--- src/rtl/jtcontra_snd_comm.sv ---
// Command mailbox from the main CPU to the sound CPU: a small circular FIFO with
// a selectable IRQ style, overflow handling and a one-entry reply latch back.
module jtcontra_snd_comm #(
  parameter int DW       = 8,
  parameter int AW       = 2,
  parameter int OVWR     = 0,
  parameter int IRQ_MODE = 0
) (
  input  logic          clk,
  input  logic          rst,
  input  logic          main_wr,
  input  logic [DW-1:0] main_din,
  input  logic          snd_rd,
  output logic [DW-1:0] snd_dout,
  output logic          snd_irq_n,
  input  logic          irq_clr,
  output logic [AW:0]   fill,
  output logic          empty,
  output logic          full,
  output logic          ovf,
  input  logic          snd_wr,
  input  logic [DW-1:0] snd_din,
  output logic [DW-1:0] main_dout,
  output logic          main_rdy,
  input  logic          main_ack
);

  localparam int DEPTH = 1 << AW;
  localparam int PW    = (AW > 0) ? AW : 1;
  localparam logic [AW:0] FULL_CNT = (AW+1)'(DEPTH);

  // Handshake: every strobe is a single-cycle pulse with no ready/back-pressure;
  // the sender learns whether a push was taken from fill/full/ovf one cycle later.
  logic [DW-1:0] mem_q [DEPTH];
  logic [PW-1:0] wr_ptr_q, wr_ptr_d, rd_ptr_q, rd_ptr_d;
  logic [AW:0]   fill_q, fill_d;
  logic [DW-1:0] hold_q, hold_d;
  logic [DW-1:0] main_dout_q, main_dout_d;
  logic          ovf_q, ovf_d;
  logic          irq_q, irq_d;
  logic          main_rdy_q, main_rdy_d;
  logic          empty_w, full_w;
  logic          push_ok, pop_ok, ovw;

  function automatic logic [PW-1:0] ptr_inc(input logic [PW-1:0] p);
    if (DEPTH == 1) return '0;
    return p + PW'(1);
  endfunction

  always_comb begin
    empty_w = (fill_q == '0);
    full_w  = (fill_q == FULL_CNT);
    pop_ok  = snd_rd & ~empty_w;
    // Overwrite only when full with no pop: the oldest entry is sacrificed.
    ovw     = main_wr & full_w & ~snd_rd & (OVWR != 0);
    push_ok = main_wr & (~full_w | snd_rd | (OVWR != 0));

    fill_d = fill_q;
    if (push_ok && !pop_ok && !ovw) fill_d = fill_q + (AW+1)'(1);
    else if (pop_ok && !push_ok)    fill_d = fill_q - (AW+1)'(1);

    wr_ptr_d = push_ok ? ptr_inc(wr_ptr_q) : wr_ptr_q;
    rd_ptr_d = (pop_ok || ovw) ? ptr_inc(rd_ptr_q) : rd_ptr_q;
    hold_d   = pop_ok ? mem_q[rd_ptr_q] : hold_q;
    ovf_d    = ovf_q | (main_wr & full_w & ~snd_rd);

    // A push in the same cycle as irq_clr keeps the flag so no command is missed.
    irq_d = irq_q;
    if (push_ok)      irq_d = 1'b1;
    else if (irq_clr) irq_d = 1'b0;

    main_dout_d = snd_wr ? snd_din : main_dout_q;
    main_rdy_d  = main_rdy_q;
    if (snd_wr)        main_rdy_d = 1'b1;
    else if (main_ack) main_rdy_d = 1'b0;
  end

  always_ff @(posedge clk or posedge rst) begin
    if (rst) begin
      wr_ptr_q    <= '0;
      rd_ptr_q    <= '0;
      fill_q      <= '0;
      hold_q      <= '0;
      ovf_q       <= 1'b0;
      irq_q       <= 1'b0;
      main_dout_q <= '0;
      main_rdy_q  <= 1'b0;
    end else begin
      wr_ptr_q    <= wr_ptr_d;
      rd_ptr_q    <= rd_ptr_d;
      fill_q      <= fill_d;
      hold_q      <= hold_d;
      ovf_q       <= ovf_d;
      irq_q       <= irq_d;
      main_dout_q <= main_dout_d;
      main_rdy_q  <= main_rdy_d;
    end
  end

  // Storage has no reset; contents are meaningless until written.
  always_ff @(posedge clk) begin
    if (push_ok) mem_q[wr_ptr_q] <= main_din;
  end

  assign snd_dout  = empty_w ? hold_q : mem_q[rd_ptr_q];
  assign snd_irq_n = (IRQ_MODE != 0) ? ~irq_q : empty_w;
  assign fill      = fill_q;
  assign empty     = empty_w;
  assign full      = full_w;
  assign ovf       = ovf_q;
  assign main_dout = main_dout_q;
  assign main_rdy  = main_rdy_q;

endmodule

--- config.mk ---
export PLATFORM = sky130hd
export DESIGN_NAME = jtcontra_snd_comm
export DESIGN_NICKNAME = d
export VERILOG_FILES = /design/src/rtl/jtcontra_snd_comm.sv
export SDC_FILE = /design/constraint.sdc
export NUM_CORES = 1
export LEC_CHECK = 0
export BUFFER_PORTS_ARGS = -buffer_cell sky130_fd_sc_hd__clkbuf_2
export CAP_MARGIN = 20
export CELL_PAD_IN_SITES_DETAIL_PLACEMENT = 2
export CELL_PAD_IN_SITES_GLOBAL_PLACEMENT = 2
export CORE_UTILIZATION = 35
export DETAILED_ROUTE_END_ITERATION = 7
export MAX_ROUTING_LAYER = met4
export PLACE_DENSITY_LB_ADDON = 0.2
export SKIP_LAST_GASP = 1
export SLEW_MARGIN = 40
export SYNTH_ARGS = -nofsm -noshare
export SYNTH_HDL_FRONTEND = slang
export SYNTH_SLANG_ARGS = --single-unit
--- constraint.sdc ---
create_clock -name clk -period 2.1 [get_ports clk]
set_input_delay 0.105 -clock clk [delete_from_list [all_inputs] [get_ports clk]]
set_output_delay 0.105 -clock clk [all_outputs]
set_load 0.05 [all_outputs]
==> Yosys cells after proc, flatten, opt, wreduce, memory -nomap -nowiden <==
Memory sizes are Yosys's and may differ from the RTL's.
Cells that the tools add are included.
{ "totals": {"regBits": 25, "ram_bits": 32, "input_bits": 23, "output_inout_bits": 24, "mem_count": 1} }
{ "mem_list": {"columns": ["memory", "depth", "word_bits", "read_ports", "rd_clocked_by_memory_dff", "wr", "line", "text"], "rows": [
  ["mem_q", 4, 8, 1, 0, 1, "34", "logic [DW-1:0] mem_q [DEPTH];"]
]} }
{ "classes": {"addsub": 4, "n_eq_ne": 1, "muxes": 7, "n_bitwise": 9, "n_reduce_logical": 7} }
{ "op_table": {"columns": ["op", "n"], "rows": [
  ["8-bit 2-to-1 mux", 1],
  ["3-bit 2-to-1 mux", 2],
  ["2-bit by 1-bit adder with 2-bit output, second input constant", 2],
  ["1-bit bitwise AND", 4],
  ["1-bit 2-to-1 mux", 4],
  ["2-bit nonzero test", 2],
  ["3-bit by 1-bit adder with 3-bit output, second input constant", 1],
  ["3-bit == test, second input constant", 1],
  ["3-bit zero test", 1],
  ["1-bit inverter", 3],
  ["3-bit by 1-bit subtractor with 3-bit output, second input constant", 1],
  ["1-bit logical AND", 2],
  ["1-bit zero test", 2],
  ["1-bit bitwise OR", 2]
]} }

==> Longest topological paths before layout <==
Gate-level depths: netlist (run 1).
{ "logic_depth": {"ltp_word": 8, "depth_mapped": 9} }

==> Least setup slack after synthesis (run 1) <==
Ideal clock, no wire load.
{ "synth_path": {"path_kind": "register to register", "startpoint": "register fill_q[0] (netlist: fill[0])", "endpoint": "register fill_q[1] (netlist: fill[1])", "arrival_ps": 2120, "setup_slack_ps": -145, "stages_incl_launch_ff": 8, "synth_period_minus_slack_ps": 2245, "path_cell_list": "dfrtp_1 > nor4b_2 > nor2b_1 > buf_2 > ha_1 > inv_1 > fa_1 > mux2_2"} }
{ "synth_between": {"elab_cells_between_ends": 16, "cone_classes": "add/sub (2); eq/ne (1); mux (2); bitwise (5); reduce/logical (6)"} }
{ "synth_lines": {"columns": ["element", "line", "text"], "rows": [
  ["start: declaration", "36", "logic [AW:0] fill_q, fill_d;"],
  ["start signal: assignment", "91", "fill_q <= fill_d;"],
  ["3-bit == test", "52", "full_w = (fill_q == FULL_CNT);"],
  ["1-bit inverter", "56", "push_ok = main_wr & (~full_w | snd_rd | (OVWR != 0));"],
  ["1-bit bitwise OR", "56", null],
  ["1-bit bitwise AND", "56", null],
  ["net push_ok", "43", "logic push_ok, pop_ok, ovw;"],
  ["1-bit logical AND", "59", "if (push_ok && !pop_ok && !ovw) fill_d = fill_q + (AW+1)'(1);"],
  ["3-bit 2-to-1 mux", "59", null],
  ["net fill_d[1]", "36", null]
]} }
The timed path passes the listed nets, and every way through them passes these cells. The select of a mux whose other input is x is not followed.
A chain may end at the register's enable or synchronous reset.

==> Worst setup path in the final report (run 1) <==
{ "layout_path": {"startpoint": "register fill_q[0] (netlist: fill[0])", "endpoint": "register fill_q[2] (netlist: fill[2])"} }
{ "layout_between": {"elab_chain_len": 7, "elab_cells_between_ends": 16, "cone_classes": "add/sub (2); eq/ne (1); mux (2); bitwise (5); reduce/logical (6)"} }
{ "layout_lines": {"columns": ["element", "line", "text"], "rows": [
  ["3-bit == test", "52", null],
  ["1-bit inverter", "56", null],
  ["1-bit bitwise OR", "56", null],
  ["1-bit bitwise AND", "56", null],
  ["1-bit zero test", "60", "else if (pop_ok && !push_ok) fill_d = fill_q - (AW+1)'(1);"],
  ["1-bit logical AND", "60", null],
  ["2-bit nonzero test (no line)", null, null]
]} }
Parallel ways exist; a longest one is shown, timed or not. The select of a mux whose other input is x is not followed.

==> results of run 1 <==
-- cell usage in the layout (no fill, tap or decap), types with 2 or more instances in the layout --
cell type	count
clkbuf_2	43
edfxtp_1	32
mux2_2	25
dfrtp_1	22
clkbuf_8	9
dlygate4sd3_1	9
mux4_2	8
buf_4	7
ha_1	5
xnor2_1	4
inv_1	4
and2_1	4
dfrtp_2	3
a21o_1	2
clkinv_1	2
xor2_1	2
bufinv_16	2
clkinv_2	2
buf_2	2
-- power breakdown --
part           total (mW)  switching, mW  leakage, nW  internal (mW)
Clock                1.10          0.441        0.108          0.662
Sequential           1.71          0.209        0.580           1.51
Combinational        2.09           1.31        0.546          0.774
-- stage by stage --
stage	worst slack (ps)	hold WS, ps
after CTS	27.7	0.888
after global routing	-157	0.399
after floorplan	-0.0433	132
after global placement	177	236
final	-43.3	10.2
after detailed placement	88.6	261
-- cells by family (layout without fill, tap and decap cells) --
group,Yosys count,after routing,share of synthesized area
compound gates,2,2,0.00638
simple gates,11,11,0.0324
fa+ha+maj,6,6,0.0351
xor+xnor,6,6,0.0223
buf+inv,12,83,0.0266
flops,57,57,0.674
mux,34,34,0.203
-- registers in the layout (all words and copies together) (netlist names) --
name and count:
mem_q 32, wr_ptr_q 2, ovf 1, fill 3, hold_q 8, main_dout 8
rd_ptr_q 2, main_rdy 1
-- repair_timing --
item / 4_1_cts / 5_1_grt
pin swaps: 0 / 1
hold buffers: 7 / 2
endpoints found under the setup margin: 1 / 4
buffers inserted: 0 / 3
gates resized for setup: 1 / 4
hold endpoints to repair: 33 / 3
-- cell type report --
cell class,instances,share of cell area
repair buffers,62,0.126
flip-flops and latches,57,0.527
inverters,5,0.00622
clock buffers,10,0.0423
well taps,77,0.0319
multi-input cells,59,0.239
clock inverters,6,0.0274
-- worst register-to-register path, cell delays in order (launching register included) --
cell,delay [ps]
dfrtp_2,460
nor3_4,250
nand2b_4,190
ha_1,210
inv_1,70
fa_1,370
xor2_1,180
nor2_1,170
xor2_1,170
-- worst max path at each step --
stage | end | slack [ps] | cells past startpoint
global route | fill[2] | -160 | 8
finish | fill[2] | -40 | 8
CTS | snd_dout[5] | 30 | 4
global placement | fill[1] | 180 | 6
floorplan | fill[1] | -0.04 | 7
detailed placement | fill[1] | 90 | 6
-- layer usage --
layer  vias up  routed length [microns]  global-route usage  share of wire
met5         -                        0                   -              0
met4         0                       57              0.0658          0.011
met3         7                      170              0.0465          0.032
met2        28                     2960               0.284           0.57
met1       691                     2050               0.185           0.39
li1        604                        -                   -              -
==> reports/qor.yml, run 1 <==
outcome:
  outcome: "finished with violations"
  violations: "DRC, setup timing"
timing:
  worst_slack_ps: -43.3
  slew_violations: 0
  fmax_mhz: 467
  finClkSkew_ps: 6.16
  finalHoldViolations: 0
  period_share: 1.02
  rsz0062_at_grt: "true"
  slew-limit-headroom: 0.539
  finalSetupTns_ps: -43.3
  setup_viol_count_final: 1
  min_period_ps: 2140
  tightest_slew_ps: 687
synth:
  synthesis.nets: 157
  ys_top_cells_by_count: "edfxtp_1 (32), dfrtp_1 (25), mux2_2 (25)"
  synth-edff-count: 32
  ys_async_sr_fraction: 0.439
  synth_area_leaders: "edfxtp_1 (41%), dfrtp_1 (27%), mux2_2 (12%)"
  ys_seq_area_frac: 0.674
  synth_flop_cell: "edfxtp_1"
  synth_top_area_cell: "edfxtp_1"
  netlist.area_leader.share: 0.409
  synthCells: 128
  synth_cell_type_count: 23
  ys_seq_elements: 57
  synth_area_sq_um: 2350
  yosysWarnings: 0
  post_synth.cell_area_avg_sq_um: 18.4
  synth_most_common_cell: "edfxtp_1"
cells_and_area:
  syn_to_final_growth_pct: 28.2
  num_antenna_cells: 0
  fin_util: 0.470
  multiInputGateArea_sq_um: 722
  drive_gt1_frac: 0.538
  fillers: 633
  fin_cells: 276
  fin_nets: 223
  regArea_sq_um: 1590
  final_area_sq_um: 3020
cts:
  clock_latency_ps: 330
  clk_pin_slew_worst_paths_ps: 60
  tritoncts: "built"
  htree_levels: 3
  clock_sinks: 57
  clockBufferDepth: 2
  cts_buffers: 9
  cts_root_buf: "clkbuf_8"
critical_path:
  crit_path_frequent_cell: "xor2_1"
  start_kind: "register"
  r2r_cells: 8
  cp-end-kind: "register"
  cpPeakStageDelay_ps: 460
  critPathLaunch: "fill[0]"
  worstPathArrival_ps: 2390
  critPathSlowestCell: "dfrtp_2"
  worstPathRequired_ps: 2340
  reg2reg_slack_ps: -40
  r2r_start: "fill[0]"
  cp_max_fo: 5
  critical_path_buf_inv_count: 1
  criticalPathCategory: "register to register"
  crit_chain: "nor3_4, nand2b_4, ha_1, inv_1, fa_1, xor2_1, nor2_1, xor2_1"
  cp_top_family: "simple AND/OR/NAND/NOR gates"
  r2r_end: "fill[2]"
floorplan:
  fp-row-count: 29
  core_sq_um: 6420
  io_pins: 47
  die_area_sq_um: 7050
  die_w_microns: 84.0
  die_h_microns: 84.0
  initial_core_util: 0.366
placement:
  placed_area_sq_um: 2680
  portBuffers: 45
  dp_hpwl_mm: 3.49
  dp_cells: 248
  gp_congestion: 0.698
route:
  dr.pass1.iters: 6
  routedWlPerCell_microns: 19.0
  drt.antenna.violating_nets: 0
  vias: 1330
  via_per_inst: 4.82
  drc: 3
  wl_mm: 5.24
  drt_iter0_markers: 56
global_route:
  antenna_found_initial: 0
  grt_usage: 0.167
  first_global_vias: 1489
  grt.overflow.total: 0
  grt_max_degree: 18
  grt_pass1_wl_mm: 8.24
worst_hold_path:
  hold_path_depth: 2
  hold_path_end: "main_dout[7]"
  holdCritPathClass: "input port to register"
  hold_start: "snd_din[7]"
pwr:
  irDropWorstVdd_uv: 538
  power_leakage_nw: 1.23
  powerDensity_nw_per_um2: 1630
  totalPowerFinal_mw: 4.91
run:
  maxCapViolCount: 0
Power figures use the tool's default switching activity.
==> run 2: changes to the inputs <==
==> constraint.sdc (replaced) <==
create_clock -name clk -period 2.1 [get_ports clk]
set_input_delay 0.21 -clock clk [delete_from_list [all_inputs] [get_ports clk]]
set_output_delay 0.21 -clock clk [all_outputs]
set_load 0.05 [all_outputs]
==> reports/qor.yml, run 2 (synthesized netlist as in run 1, its figures left out) <==
cts:
  clk_pin_slew_worst_paths_ps: 60  # about the same
  clock_latency_ps: 330  # about the same
  htree_levels: 3  # unchanged
  tritoncts: "built"  # unchanged
  clock_sinks: 57  # unchanged
  cts_root_buf: "clkbuf_8"  # unchanged
  clockBufferDepth: 2  # unchanged
  cts_buffers: 9  # unchanged
outcome:
  outcome: "finished with violations"  # unchanged
  violations: "DRC"  # was DRC, setup timing
cells_and_area:
  multiInputGateArea_sq_um: 749  # was 722 sq um
  fin_nets: 218  # was 223
  largest_reg_flops: 32  # unchanged
  num_antenna_cells: 0  # unchanged
  final_area_sq_um: 3020  # about the same
  drive_gt1_frac: 0.572  # was 0.538
  syn_to_final_growth_pct: 28.6  # was 28.2%
  fin_cells: 271  # was 276
  top_register: "mem_q"  # unchanged
  final_cell_mix: "clkbuf_2 (37), edfxtp_1 (32), dfrtp_1 (21)"  # was clkbuf_2 (43), edfxtp_1 (32), mux2_2 (25)
  regArea_sq_um: 1590  # about the same
  layout_commonest_cell: "clkbuf_2"  # unchanged
  fillers: 606  # was 633
global_route:
  grt.overflow.total: 0  # unchanged
  grt_usage: 0.169  # was 0.167
  grt_pass1_wl_mm: 8.22  # was 8.24 mm
  first_global_vias: 1504  # was 1489
  grt_max_degree: 18  # unchanged
  antenna_found_initial: 0  # unchanged
critical_path:
  cp-end-kind: "primary output"  # was register
  crit_chain: "buf_6, mux4_2, mux2_4, buf_8"  # was nor3_4, nand2b_4, ha_1, inv_1, fa_1, xor2_1, nor2_1, xor2_1
  start_kind: "register"  # unchanged
  path_depth: 4  # was 8
  reg2reg_slack_ps: 120  # was -40 ps
  critPathLaunch: "rd_ptr_q[0]"  # was fill[0]
  worstPathArrival_ps: 1850  # was 2390 ps
  cp_top_family: "multiplexers"  # was simple AND/OR/NAND/NOR gates
  cpPeakStageDelay_ps: 530  # was 460 ps
  r2r_start: "fill[1]"  # was fill[0]
  critical_path_buf_inv_count: 2  # was 1
  r2r_end: "fill[1]"  # was fill[2]
  crit_end: "snd_dout[3]"  # was fill[2]
  r2r_cells: 6  # was 8
  critPathSlowestCell: "mux4_2"  # was dfrtp_2
  criticalPathCategory: "register to primary output"  # was register to register
  cp_max_fo: 6  # was 5
  worstPathRequired_ps: 1890  # was 2340 ps
placement:
  gp_congestion: 0.704  # was 0.698
  dp_cells: 249  # was 248
  dp_hpwl_mm: 3.50  # was 3.49 mm
  placed_area_sq_um: 2680  # about the same
  portBuffers: 45  # unchanged
floorplan:
  die_area_sq_um: 7050  # unchanged
  io_pins: 47  # unchanged
  fp-row-count: 29  # unchanged
  die_h_microns: 84.0  # unchanged
  initial_core_util: 0.366  # unchanged
  core_sq_um: 6420  # unchanged
  die_w_microns: 84.0  # unchanged
pwr:
  p_comb_frac: 0.475  # was 0.426
  power_frac_seq: 0.338  # was 0.350
  p_switching_mw: 2.00  # was 1.96 mW
  power_leakage_nw: 1.24  # was 1.23 nW
  p_int_mw: 3.13  # was 2.94 mW
  totalPowerFinal_mw: 5.13  # was 4.91 mW
  powerDensity_nw_per_um2: 1700  # was 1630 nW/um^2
  clockPowerShare: 0.186  # was 0.225
  irDropWorstVdd_uv: 538  # about the same
  swShare: 0.390  # was 0.400
timing:
  setup_viol_count_final: 0  # was 1
  rsz0062_at_grt: "true"  # unchanged
  finalHoldViolations: 0  # unchanged
  period_share: 0.983  # was 1.02
  slew-limit-headroom: 0.493  # was 0.539
  finClkSkew_ps: 5.94  # was 6.16 ps
  tightest_slew_ps: 756  # was 687 ps
  fmax_mhz: 484  # was 467 MHz
  slew_violations: 0  # unchanged
  hold-worst-slack_ps: 100  # was 10.2 ps
  min_period_ps: 2060  # was 2140 ps
route:
  vias: 1319  # was 1330
  routedWlPerCell_microns: 18.9  # was 19.0 microns
  drt.antenna.violating_nets: 0  # unchanged
  drc: 3  # unchanged
  via_per_inst: 4.87  # was 4.82
  dr.pass1.iters: 6  # unchanged
  drt_iter0_markers: 59  # was 56
  wl_mm: 5.12  # was 5.24 mm
worst_hold_path:
  hold_path_depth: 2  # unchanged
  holdCritPathClass: "input port to register"  # unchanged
run:
  maxCapViolCount: 0  # unchanged
## run 2: timing repair
| action | CTS | global route |
|---|---|---|
| endpoints found under the setup margin | 8 | 9 |
| hold buffers | 1 | 0 |
| pin swaps | 0 | 3 |
| buffers inserted | 0 | 5 |
| resized for setup | 14 | 22 |
| endpoints found under the hold margin | 1 | 0 |
## run 2: power by group through the flow
stage | combinational (mW) | sequential, mW | clock, mW
after floorplan | 1.45 | 1.83 | 0
after global placement | 1.96 | 1.70 | 0
after detailed placement | 2.04 | 1.74 | 0
after CTS | 2.21 | 1.73 | 0.984
after global routing | 2.59 | 1.77 | 1.03
final | 2.44 | 1.74 | 0.957
## run 2: through the flow
stage	TNS, ps	setup slack, ps	utilization
after floorplan	-0.0433	-0.0433	-
after global placement	0	165	0.418
after detailed placement	0	83.5	0.418
after CTS	-37.6	-21.0	0.455
after global routing	-179	-36.0	0.471
final	0	35.3	0.471
## run 2: metal layers
| metal | vias up | part of all wire | wire, microns | track usage |
|---|---|---|---|---|
| met5 | - | 0 | 0 | - |
| met4 | 0 | 0.015 | 76 | 0.0784 |
| met2 | 28 | 0.53 | 2730 | 0.279 |
| li1 | 595 | - | - | - |
| met3 | 6 | 0.032 | 165 | 0.0554 |
| met1 | 690 | 0.42 | 2150 | 0.186 |
## run 2: worst min-delay path by stage
stage | from | slack [ps] | endpoint
2_1_floorplan | rst | 240 | hold_q[0]
3_3_place_gp | rst | 350 | hold_q[6]
3_5_place_dp | rst | 360 | hold_q[6]
4_1_cts | main_din[2] | 90 | mem_q[2][2]
5_1_grt | main_din[2] | 90 | mem_q[0][2]
6_report | main_wr | 100 | ovf
## run 2: area by class of cell
cell class / instances / area share
multi-input cells: 59 / 0.248
well taps: 77 / 0.0319
clock inverters: 4 / 0.0145
flip-flops and latches: 57 / 0.526
repair buffers: 57 / 0.129
clock buffers: 12 / 0.0447
inverters: 5 / 0.00621
